File: src/rtl/unpack.sv
// Wide-to-narrow stream converter: one W*D-bit word in, D W-bit beats out, lane 0 first.
// Optional UNPACK_LEN_EN adds s_len, the final lane index of each word (s_len+1 beats).
module unpack #(
  parameter int W = 8,
  parameter int D = 2
) (
  input  logic                   clk,
  input  logic                   rst,
  input  logic                   s_stb,
  input  logic [W*D-1:0]         s_dat,
`ifdef UNPACK_LEN_EN
  input  logic [$clog2(D)-1:0]   s_len,
`endif
  output logic                   s_rdy,
  input  logic                   m_rdy,
  output logic                   m_stb,
  output logic [W-1:0]           m_dat,
  output logic                   m_last
);

  localparam int IW = $clog2(D);

  // Handshake: a word moves on s_stb & s_rdy, a beat moves on m_stb & m_rdy;
  // m_stb/m_dat/m_last are never changed while m_stb & ~m_rdy.

  // Lane 0 goes straight to m_dat on load, so only lanes 1..D-1 are held.
  logic [W*(D-1)-1:0] rest_q;
  logic [IW-1:0]      idx;
  logic [IW-1:0]      nxt_idx;
  logic [IW-1:0]      last_idx;
  logic [IW-1:0]      load_last;
  logic               load;
  logic               adv;
  logic               drain;

  assign s_rdy   = ~m_stb | (m_rdy & m_last);
  assign load    = s_stb & s_rdy;
  assign adv     = m_stb & m_rdy & ~m_last;
  assign drain   = m_stb & m_rdy & m_last;
  assign nxt_idx = idx + 1'b1;

`ifdef UNPACK_LEN_EN
  logic [IW-1:0] end_q;

  always_ff @(posedge clk) begin
    if (load) end_q <= s_len;
  end

  assign load_last = s_len;
  assign last_idx  = end_q;
`else
  assign load_last = IW'(D - 1);
  assign last_idx  = IW'(D - 1);
`endif

  always_ff @(posedge clk) begin
    if (load) rest_q <= s_dat[W*D-1:W];
  end

  always_ff @(posedge clk) begin
    if (!rst) begin
      m_stb  <= 1'b0;
      m_last <= 1'b0;
      m_dat  <= '0;
      idx    <= '0;
    end else if (load) begin
      idx    <= '0;
      m_dat  <= s_dat[W-1:0];
      m_stb  <= 1'b1;
      m_last <= (load_last == '0);
    end else if (adv) begin
      // rest_q lane idx is the word's lane idx+1.
      idx    <= nxt_idx;
      m_dat  <= rest_q[W*int'(idx) +: W];
      m_last <= (nxt_idx == last_idx);
    end else if (drain) begin
      m_stb  <= 1'b0;
      m_last <= 1'b0;
    end
  end

endmodule

File: config.mk
export PLATFORM = sky130hd
export DESIGN_NAME = unpack
export DESIGN_NICKNAME = d
export VERILOG_FILES = /design/src/rtl/unpack.sv
export SDC_FILE = /design/constraint.sdc
export NUM_CORES = 1
export LEC_CHECK = 0
export BUFFER_PORTS_ARGS = -buffer_cell sky130_fd_sc_hd__buf_4
export CAP_MARGIN = 20
export CORE_MARGIN = 10
export CORE_UTILIZATION = 45
export DETAILED_ROUTE_END_ITERATION = 10
export GPL_TIMING_DRIVEN = 0
export MAX_ROUTING_LAYER = met4
export PLACE_DENSITY = 0.85
export SYNTH_ARGS = -nofsm -noshare
export SYNTH_HDL_FRONTEND = slang
export SYNTH_SLANG_ARGS = --single-unit
File: constraint.sdc
create_clock -name clk -period 1.5 [get_ports clk]
set_input_delay 0.15 -clock clk [delete_from_list [all_inputs] [get_ports clk]]
set_output_delay 0.15 -clock clk [all_outputs]
set_load 0.02 [all_outputs]
* Word level (Yosys, flattened, before mapping)
Cells that the tools add are included.
Storage, ports and cells: logic and storage cells 28, bits in registers 19
Operators by class: add/sub/neg operators 1, eq/ne operators 1, multiplexer cells 6, reduce and logical (&&, ||, !) cells 5, bitwise gates (word level) 9, shifts and indexed selects 1
Operators with widths (count):
- 8-bit two-way mux | 2
- 8-bit by 5-bit variable part select with 8-bit output | 1
- 2-bit nonzero test | 3
- 1-bit AND | 5
- 1-bit two-way mux | 4
- 1-bit inverter | 3
- 2-bit != test (second input constant) | 1
- 2-bit AND reduction | 1
- 2-bit OR reduction | 1
- 1-bit adder (second input constant) | 1
- 1-bit bitwise OR | 1

* Longest topological paths before layout
Gate-level depths: netlist of run 1.
depth in word-level cells 5, gate-level depth with buffers 5, gate-level depth less buffers 4

* Worst setup path after synthesis of run 1
Ideal clock, no wire load.
path type reg-to-reg, from register m_stb, to register rest_q[0] (enable), cell stages (with the launch flop) 6, path slack 0.013 ns, period minus slack after synthesis 1.487 ns, arrival 1.163 ns, setup time 0.324 ns, buffers on the path 1, path through dfxtp_1 > buf_6 > a21boi_1 > inv_1 > nand2_1 > inv_1
Between the ends: longest elaborated chain between the ends 3
Ends and longest elaborated chain:
- from (decl) | line 16 | output logic m_stb,
- from (signal assigned) | line 62 | m_stb <= 1'b0;
- from (signal assigned) | line 69 | m_stb <= 1'b1;
- from (signal assigned) | line 77 | m_stb <= 1'b0;
- 1-bit inverter | line 36 | assign s_rdy = ~m_stb | (m_rdy & m_last);
- 1-bit bitwise OR | line 36
- net s_rdy | line 14 | output logic s_rdy,
- 1-bit AND | line 37 | assign load = s_stb & s_rdy;
- net load | line 32 | logic load;
- to (signal assigned) | line 57 | if (load) rest_q <= s_dat[W*D-1:W];
- to (decl) | line 27 | logic [W*(D-1)-1:0] rest_q;
The timed path passes the listed nets, and every way through them passes these cells. A chain may end at the register's enable or synchronous reset.

* Final worst setup path of run 1
from register m_stb, to output port s_rdy
Between the ends: longest elaborated chain between the ends 2
Ends and longest elaborated chain (line):
- 1-bit inverter | 36
- 1-bit bitwise OR | 36
- to (decl) | 14
Every way passes these cells.

==> reports/qor.yml, run 1 <==
global_route:
  grt_max_degree: 11
  overflow: 0
  grt_pass1_vias: 828
  grt_pass1_wl_um: 3680
  antenna_found_initial: 0
  grt_usage: 0.110
sta:
  fin_crit_ps: 1380
  max_slew_margin: 0.753
  final.setup.tns_ps: 0
  worst_hold_slack_ps: 21.1
  rsz0062_at_grt: "no"
  finalCritPeriodShare: 0.923
  fmax_ghz: 0.722
  setup_violations: 0
  tightest_slew_ps: 370
  maxSlewViolCount: 0
  clock_skew_ps: 1.42
  finalHoldViolCount: 0
cts:
  insertion_delay_ps: 300
  cts_buffer_depth: 2
  cts.clk_slew.worst_paths_ps: 100
  clockRootBuffer: "clkbuf_4"
  cts_inserted_buffers: 3
  htree_levels: 1
  cts_setup_buffers: 0
  cts_sinks: 19
  cts_tree: "done"
final_layout:
  instances_no_fill: 146
  syn2layout_area_growth_pct: 32.5
  multi_input_area_um2: 392
  final-seq-area_um2: 462
  fin_util: 0.615
  fill_cells: 176
  antenna_cells: 0
  drive_above_1_share: 0.345
  final_nets: 140
route:
  wl_um: 2120
  wl_met3_um: 131
  drtAntennaViolNets: 0
  wl_met1_um: 901
  drt_first_pass_iters: 4
  post_drt_wl_per_cell_um: 14.5
  drc: 0
  routed-wl-met2_um: 1050
  viasPerCell: 5.30
  highest_layer: "met4"
  drt-initial-drc-count: 28
  num_vias: 774
yosys:
  netlist_area_um2: 892
  synth_edf_count: 8
  yosysTopAreaCell: "edfxtp_1"
  yosysMostFrequentCell: "dfxtp_1"
  ys_types: 26
  synth.top_cell.area_share: 0.269
  syn_avg_cell_area_um2: 10.5
  synthArstFlopShare: 0
  synthFlopType: "dfxtp_1"
  ys_ff_latch: 19
  synth_area_leaders: "edfxtp_1 (27%), dfxtp_1 (25%), a21boi_0 (5.9%), o31ai_1 (5.9%), nand2b_1 (4.2%)"
  synth_warnings: 0
  syn-num-nets: 105
  synth_commonest_cells: "dfxtp_1 (11), edfxtp_1 (8), a21boi_0 (7), a21oi_1 (7), o31ai_1 (7)"
  ys_seq_area_frac: 0.516
  synth_cells: 85
run_status:
  status: "complete, no violations"
floorplan:
  io_pins: 31
  die_w_um: 64.5
  rows: 16
  initial_core_util: 0.464
  die_area_mm2: 0.00416
  core_area_mm2: 0.00192
  dieHeight_um: 64.5
place:
  io_buffers: 30
  placed_cells: 142
  dpl.hpwl_um: 1650
  place.gp.congestion: 0.793
pwr:
  combPwrFrac: 0.213
  power.internal_mw: 0.799
  leakage_nw: 0.502
  p_per_area_mw_per_mm2: 925
  power.total_mw: 1.09
  power_frac_seq: 0.550
  ir_worst_vdd_mv: 0.621
  switchingPower_mw: 0.295
  p_sw_frac: 0.270
  power_frac_clock: 0.237
hold_path:
  worstHoldPathType: "input port to flop"
critical_path:
  critPathCaptureType: "output pin"
  required_ps: 1350
  critical_path.max_fanout: 10
  worst_ep_arrival_time_ps: 1230
  critPathKind: "flop to output pin"
  start_kind: "flop"
flow_run:
  maxCapViolations: 0
-- sequential cells by signal, indices dropped and copies added, names as in the netlist --
register and cells:
m_dat 8, rest_q 8, idx 1, m_last 1, m_stb 1
-- cell families (layout without fill, tap and decap cells) --
logic type | Yosys count | in the layout | share of synthesized area
simple gates | 24 | 24 | 0.177
mux | 2 | 2 | 0.0224
buf+inv | 8 | 42 | 0.0491
compound gates | 31 | 31 | 0.226
flops | 19 | 19 | 0.516
xor+xnor | 1 | 1 | 0.00982
-- layout make-up --
type                            instances  area share
Buffer                                  5      0.0275
Clock buffer                            4      0.0222
Inverter                                3     0.00952
Multi-Input combinational cell         58       0.331
Sequential cell                        19       0.390
Tap cell                               27      0.0286
Timing Repair Buffer                   30       0.190
-- critical path, stage by stage, from the launching register on --
cell,delay [ps]
dfxtp_2,370
buf_6,150
a21boi_2,180
inv_1,80
buf_4,160
-- metrics by stage --
step | worst slack (ps) | area [µm²]
detailed placement | 132 | 1150
finish | 115 | 1180
floorplan | 12.6 | 892
global placement | 151 | 1150
CTS | 21.4 | 1180
global route | 24.6 | 1180
-- power by group through the flow --
| stage | registers, mW | clock network (mW) | logic, mW |
|---|---|---|---|
| floorplan | 0.637 | 0 | 0.103 |
| global placement | 0.610 | 0 | 0.231 |
| detailed placement | 0.612 | 0 | 0.235 |
| CTS | 0.600 | 0.261 | 0.235 |
| global route | 0.605 | 0.284 | 0.259 |
| finish | 0.601 | 0.259 | 0.233 |
-- metal layers --
metal	up-vias	global-route usage
li1	379	-
met1	363	0.120
met2	28	0.183
met3	4	0.0223
met4	0	0.0561
met5	-	-
-- layout by cell type (no fill, tap or decap) --
cell,netlist,layout
nand3b_4,1,1
nor2b_1,2,2
dfxtp_1,11,10
or2b_1,2,2
and3_1,1,1
nand2b_1,6,6
xnor2_1,1,1
a21boi_2,0,1
clkbuf_1,1,2
a21boi_1,2,1
buf_4,1,31
buf_2,2,2
a21oi_1,7,7
o31ai_1,7,7
a21boi_0,7,7
edfxtp_1,8,8
nor2_1,1,1
o21ai_0,6,6
or3b_1,1,1
nand3_1,6,6
dfxtp_2,0,1
and4bb_2,1,1
a221o_1,1,1
buf_6,1,1
mux2i_1,2,2
a31oi_1,1,1
clkbuf_4,0,3
inv_1,3,3
nand2_1,3,3
-- worst paths after layout --
kind | start | to | slack [ps] | cells past startpoint
hold / removal | s_dat[10] | rest_q[2]$_DFFE_PP_ | 20 | 1
hold reg to reg | m_dat[4]$_SDFFE_PN0P_ | m_dat[4]$_SDFFE_PN0P_ | 480 | 2
setup / recovery | m_stb$_SDFFE_PN0P_ | s_rdy | 120 | 4
setup reg to reg | m_stb$_SDFFE_PN0P_ | rest_q[6]$_DFFE_PP_ | 130 | 5
-- what timing repair did --
item	CTS	global route
endpoints found under the setup margin	0	1
hold endpoints to repair	0	0
resized for setup	0	2
hold buffers	0	0
Power figures use the tool's default switching activity.
==> run 2, diff against run 1 <==
Settings changed: ABC_AREA set to 1, PLACE_DENSITY 0.85 to 0.86.
==> run 2 against run 1 <==
Compared with the run above: critical path depth shrank 1; core utilization grew 3.7 points; synthesized cell count grew 12%; wire length shrank 9.0%; sequential share of layout area grew 2.3 points; critical path type unchanged.
==> reports/qor.yml, run 2 <==
yosys:
  synth_edf_count: 8
  synth.area.mux_share: 0
  synth_area_leaders: "edfxtp_1 (30%), dfxtp_1 (27%), nand2_1 (19%), nand3_1 (4.9%), nor2_1 (4.2%)"
  yosysMostFrequentCell: "nand2_1"
  post_synth_xor_area_fraction: 0
  synth_cells: 95
  synth-compound-area-share: 0.0263
  ys_ff_latch: 19
  yosysTopAreaCell: "edfxtp_1"
  synth.top_cell.area_share: 0.297
  ys_seq_area_frac: 0.569
  synthFlopType: "dfxtp_1"
  synth_warnings: 0
  syn-num-nets: 115
  ys_types: 16
  synth_commonest_cells: "nand2_1 (41), dfxtp_1 (11), nor2_1 (9), edfxtp_1 (8), nand3_1 (8)"
  syn_avg_cell_area_um2: 8.52
  synth_adder_area_share: 0
  yosys.area_share.simple: 0.359
  synthArstFlopShare: 0
  synth_top_family_by_area: "simple AND/OR/NAND/NOR gates"
  netlist_area_um2: 810
critical_path:
  path_cells: "nand2_1, nand2_2, buf_4"
  critical_path.slowest_cell: "dfxtp_1"
  critPathKind: "flop to output pin"
  timing.rr.start: "m_last$_SDFFE_PP0P_"
  critical_path.max_fanout: 5
  critPathCaptureType: "output pin"
  startpoint: "m_last$_SDFFE_PP0P_"
  required_ps: 1350
  worst_ep_arrival_time_ps: 1170
  cp_slowest_stage_delay_ps: 430
  start_kind: "flop"
route:
  wl_met1_um: 793
  wl_um: 1930
  drtAntennaViolNets: 0
  drc: 0
  highest_layer: "met4"
  drt-initial-drc-count: 12
  post_drt_wl_per_cell_um: 12.5
  routed-wl-met2_um: 1040
  viasPerCell: 4.79
  wl_met3_um: 75
  drt_first_pass_iters: 4
  num_vias: 738
final_layout:
  final-seq-area_um2: 460
  drive_above_1_share: 0.333
  fill_cells: 139
  antenna_cells: 0
  fin_util: 0.652
  most-common-layout-cells: "nand2_1 (41), buf_4 (30), dfxtp_1 (11)"
  reg.largest.list: "m_dat x8, rest_q x8"
  multi_input_area_um2: 319
  final_common_cell: "nand2_1"
  final_nets: 150
  syn2layout_area_growth_pct: 37.6
sta:
  maxSlewViolCount: 0
  clock_skew_ps: 0.919
  fin_ws_ps: 184
  max_slew_margin: 0.824
  finalHoldViolCount: 0
  fmax_ghz: 0.760
  setup_violations: 0
  fin_crit_ps: 1320
  tightest_slew_ps: 264
  finalCritPeriodShare: 0.877
  worst_hold_slack_ps: 12.7
  rsz0062_at_grt: "no"
global_route:
  antenna_found_initial: 0
  overflow: 0
  grt_pass1_vias: 773
  grt_usage: 0.100
  grt_pass1_wl_um: 3190
  grt_max_degree: 16
pwr:
  power_frac_clock: 0.249
  switchingPower_mw: 0.300
  power_frac_seq: 0.552
  p_per_area_mw_per_mm2: 967
  ir_worst_vdd_mv: 0.777
  power.internal_mw: 0.777
  p_sw_frac: 0.278
  combPwrFrac: 0.199
  leakage_nw: 0.548
place:
  place.gp.congestion: 0.765
  dpl.hpwl_um: 1460
  pre_cts_slack_ps: -33.1
  io_buffers: 29
floorplan:
  core_area_mm2: 0.00171
  dieHeight_um: 62.4
  io_pins: 31
  initial_core_util: 0.474
  rows: 15
  die_area_mm2: 0.00390
  die_w_um: 62.4
cts:
  cts_sinks: 19
  cts_tree: "done"
  cts_inserted_buffers: 3
  cts_buffer_depth: 2
  htree_levels: 1
  cts.clk_slew.worst_paths_ps: 110
  insertion_delay_ps: 300
  clockRootBuffer: "clkbuf_4"
hold_path:
  hold_start: "s_dat[12]"
  worstHoldPathType: "input port to flop"
flow_run:
  maxCapViolations: 0
run_status:
  status: "complete, no violations"
-- run 2: cell types whose count changed after synthesis, sizes merged, moves of 5 or more --
cell,delta
a21boi,-8
a21oi,-5
nand2,+41
nand2b,-6
nor2,+10
o21ai,-6
o31ai,-7
-- run 2: logic make-up (layout without fill, tap and decap cells) --
kind of cell | Yosys count | after routing
AO/OA/AOI/OAI | 3 | 3
buffers and inverters | 7 | 41
flip-flops | 19 | 19
AND/OR/NAND/NOR | 66 | 66
-- run 2: area by class of cell --
type | count | share of cell area
buffer | 2 | 0.0169
clock inverter | 1 | 0.00449
timing repair buffer | 30 | 0.213
multi-input combinational | 69 | 0.287
clock buffer | 3 | 0.0202
inverter | 5 | 0.0169
sequential | 19 | 0.413
tap | 25 | 0.0281
-- run 2: per-layer routing --
layer / GRT usage / vias up
li1: - / 368
met1: 0.0973 / 345
met2: 0.185 / 20
met3: 0.0215 / 5
met4: 0.0475 / 0
met5: - / -
-- run 2: stage by stage --
step / power, mW / instance area (µm²) / setup TNS, ps / instances
after floorplan: 0.715 / 810 / 0 / 95
after global placement: 0.803 / 1060 / -42.6 / 149
after detailed placement: 0.810 / 1060 / -63.3 / 149
after CTS: 1.06 / 1090 / 0 / 153
after global routing: 1.12 / 1110 / 0 / 154
final: 1.08 / 1110 / 0 / 154
-- run 2: worst paths after layout --
check,to,slack (ps),cells after the start
max,s_rdy,180,3
min,rest_q[4]$_DFFE_PP_,10,1
max reg2reg,m_dat[1]$_SDFFE_PN0P_,240,8
min reg2reg,m_dat[7]$_SDFFE_PN0P_,460,2
-- run 2: worst max-delay path: cells and delay by family, from the launching register on --
family | cells | cell delay (ps)
AND/OR/NAND/NOR | 2 | 280
flip-flops | 1 | 430
buffers and inverters | 1 | 150
-- run 2: what timing repair did --
item                       in CTS  in global routing
buffers inserted                0                  1
cloned                          0                  0
hold buffers                    0                  0
setup endpoints to repair      15                  3
pin swaps                       0                  1
gates resized for setup         1                  0
-- run 2: power by group through the flow --
stage               registers, mW  clock network, mW  logic [mW]
global placement            0.604                  0       0.199
detailed placement          0.605                  0       0.205
floorplan                   0.628                  0      0.0865
CTS                         0.594              0.263       0.208
finish                      0.594              0.268       0.214
global route                0.598              0.288       0.237
==> run 3, diff against run 2 <==
Settings changed: CORE_MARGIN 10 to 8, RECOVER_POWER set to 50.
Clock period 1.5 ns to 1.55 ns, I/O delays scaled along.
==> run 3 against run 2 <==
Compared with the run above: setup slack improved by 32 ps; hold slack gained 32 ps; critical path type is now flop to flop; sequential share of layout area rose by 2.4 points; global-route usage up 1.0 points; register-to-register slack got worse by 20 ps; largest cell class unchanged; clock skew rose by 2.0 ps; sequential power decreased by 3.4%; combinational power fell by 16%.
==> reports/qor.yml, run 3 (synthesis results as in run 2) <==
run_status:
  status: "complete, no violations"
global_route:
  antenna_found_initial: 0
  grt_pass1_wl_um: 2840
  overflow: 0
  grt_usage: 0.110
  grt_pass1_vias: 678
  grt_max_degree: 16
final_layout:
  antenna_cells: 0
  syn2layout_area_growth_pct: 30.1
  fill_cells: 155
  reg.largest.list: "m_dat x8, rest_q x8"
  drive_above_1_share: 0.234
  most-common-layout-cells: "nand2_1 (43), buf_4 (13), clkbuf_4 (11), dfxtp_1 (11), clkbuf_1 (10)"
  final_common_cell: "nand2_1"
  instances_no_fill: 153
  final_nets: 149
sta:
  fmax_ghz: 0.750
  worst_hold_slack_ps: 44.7
  rsz0062_at_grt: "no"
  clock_skew_ps: 2.92
  setup_violations: 0
  finalCritPeriodShare: 0.861
  fin_crit_ps: 1330
  tightest_slew_ps: 451
  max_slew_margin: 0.699
  fin_ws_ps: 216
  finalHoldViolCount: 0
  maxSlewViolCount: 0
hold_path:
  worstHoldPathType: "input port to flop"
pwr:
  switchingPower_mw: 0.276
  p_per_area_mw_per_mm2: 957
  ir_worst_vdd_mv: 0.578
  power.internal_mw: 0.732
  p_sw_frac: 0.274
  leakage_nw: 0.497
  power.total_mw: 1.01
  combPwrFrac: 0.179
  power_frac_seq: 0.570
  power_frac_clock: 0.252
cts:
  cts_tree: "done"
  htree_levels: 1
  cts_buffer_depth: 2
  cts_hold_buf: 0
  cts_inserted_buffers: 3
  insertion_delay_ps: 300
  cts.clk_slew.worst_paths_ps: 110
  cts_sinks: 19
  clockRootBuffer: "clkbuf_4"
route:
  viasPerCell: 4.63
  drc: 0
  drt-initial-drc-count: 3
  drtAntennaViolNets: 0
  num_vias: 709
  post_drt_wl_per_cell_um: 11.7
  wl_um: 1790
  drt_first_pass_iters: 4
critical_path:
  worst_ep_arrival_time_ps: 1540
  required_ps: 1760
  start_kind: "flop"
  critPathCaptureType: "flop"
  critPathKind: "flop to flop"
  critical_path.max_fanout: 15
place:
  pre_cts_slack_ps: -22.5
  place.gp.congestion: 0.749
  placed_cells: 149
  dpl.hpwl_um: 1340
  io_buffers: 29
floorplan:
  dieHeight_um: 58.4
  initial_core_util: 0.474
  rows: 15
  die_w_um: 58.4
  io_pins: 31
  die_area_mm2: 0.00341
  core_area_mm2: 0.00171
flow_run:
  maxCapViolations: 0
==> run 3: cell types whose count changed in the layout (fill, tap and decap cells not counted), sizes merged <==
cell / before / now
buf: 32 / 14
clkbuf: 3 / 21
clkinv: 1 / 0
==> run 3: worst max-delay path: stages, from the launching register on <==
cell and delay (ps):
dfxtp_1 420, nand2_1 130, a21oi_4 410, nor2_1 110, nor2_1 120, nor2_1 50
==> run 3: final timing paths <==
check / startpoint / endpoint / slack (ps) / depth (start not counted)
setup reg to reg: m_last$_SDFFE_PP0P_ / m_dat[2]$_SDFFE_PN0P_ / 220 / 5
setup / recovery: m_last$_SDFFE_PP0P_ / m_dat[2]$_SDFFE_PN0P_ / 220 / 5
hold reg to reg: rest_q[3]$_DFFE_PP_ / m_dat[3]$_SDFFE_PN0P_ / 450 / 2
hold / removal: s_dat[9] / rest_q[1]$_DFFE_PP_ / 40 / 1
==> run 3: metal layers <==
| layer | track usage | share of wire | vias up |
|---|---|---|---|
| met2 | 0.197 | 0.52 | 24 |
| met1 | 0.109 | 0.41 | 313 |
| met3 | 0.0304 | 0.054 | 6 |
| li1 | - | - | 366 |
| met5 | - | 0 | - |
| met4 | 0.0524 | 0.017 | 0 |
==> run 3: repair_timing <==
item | 4_1_cts | 5_1_grt
buffers inserted | 0 | 0
hold endpoints to repair | 0 | 0
setup endpoints to repair | 2 | 0
gates resized for setup | 1 | 0
==> run 3: cell type report <==
cell class              count  area (µm²)  area share
inverters                   5        18.8      0.0178
plain buffers               2        18.8      0.0178
well taps                  25        31.3      0.0297
clock buffers               4        26.3      0.0249
multi-input cells          69         314       0.298
flip-flops and latches     19         460       0.437
repair buffers             29         184       0.175
==> run 3: per-stage QoR <==
step	util	area (µm²)	setup TNS, ps
global route	0.617	1050	0
global placement	0.620	1060	0
finish	0.617	1050	0
floorplan	-	810	0
CTS	0.640	1090	0
detailed placement	0.620	1060	-40.1
==> run 3: power groups by stage <==
stage                     Combinational, mW  Clock, mW  Sequential, mW
final                                 0.180      0.254           0.574
after global routing                  0.197      0.274           0.579
after CTS                             0.199      0.255           0.575
after detailed placement              0.197          0           0.586
after global placement                0.192          0           0.584
after floorplan                      0.0837          0           0.608
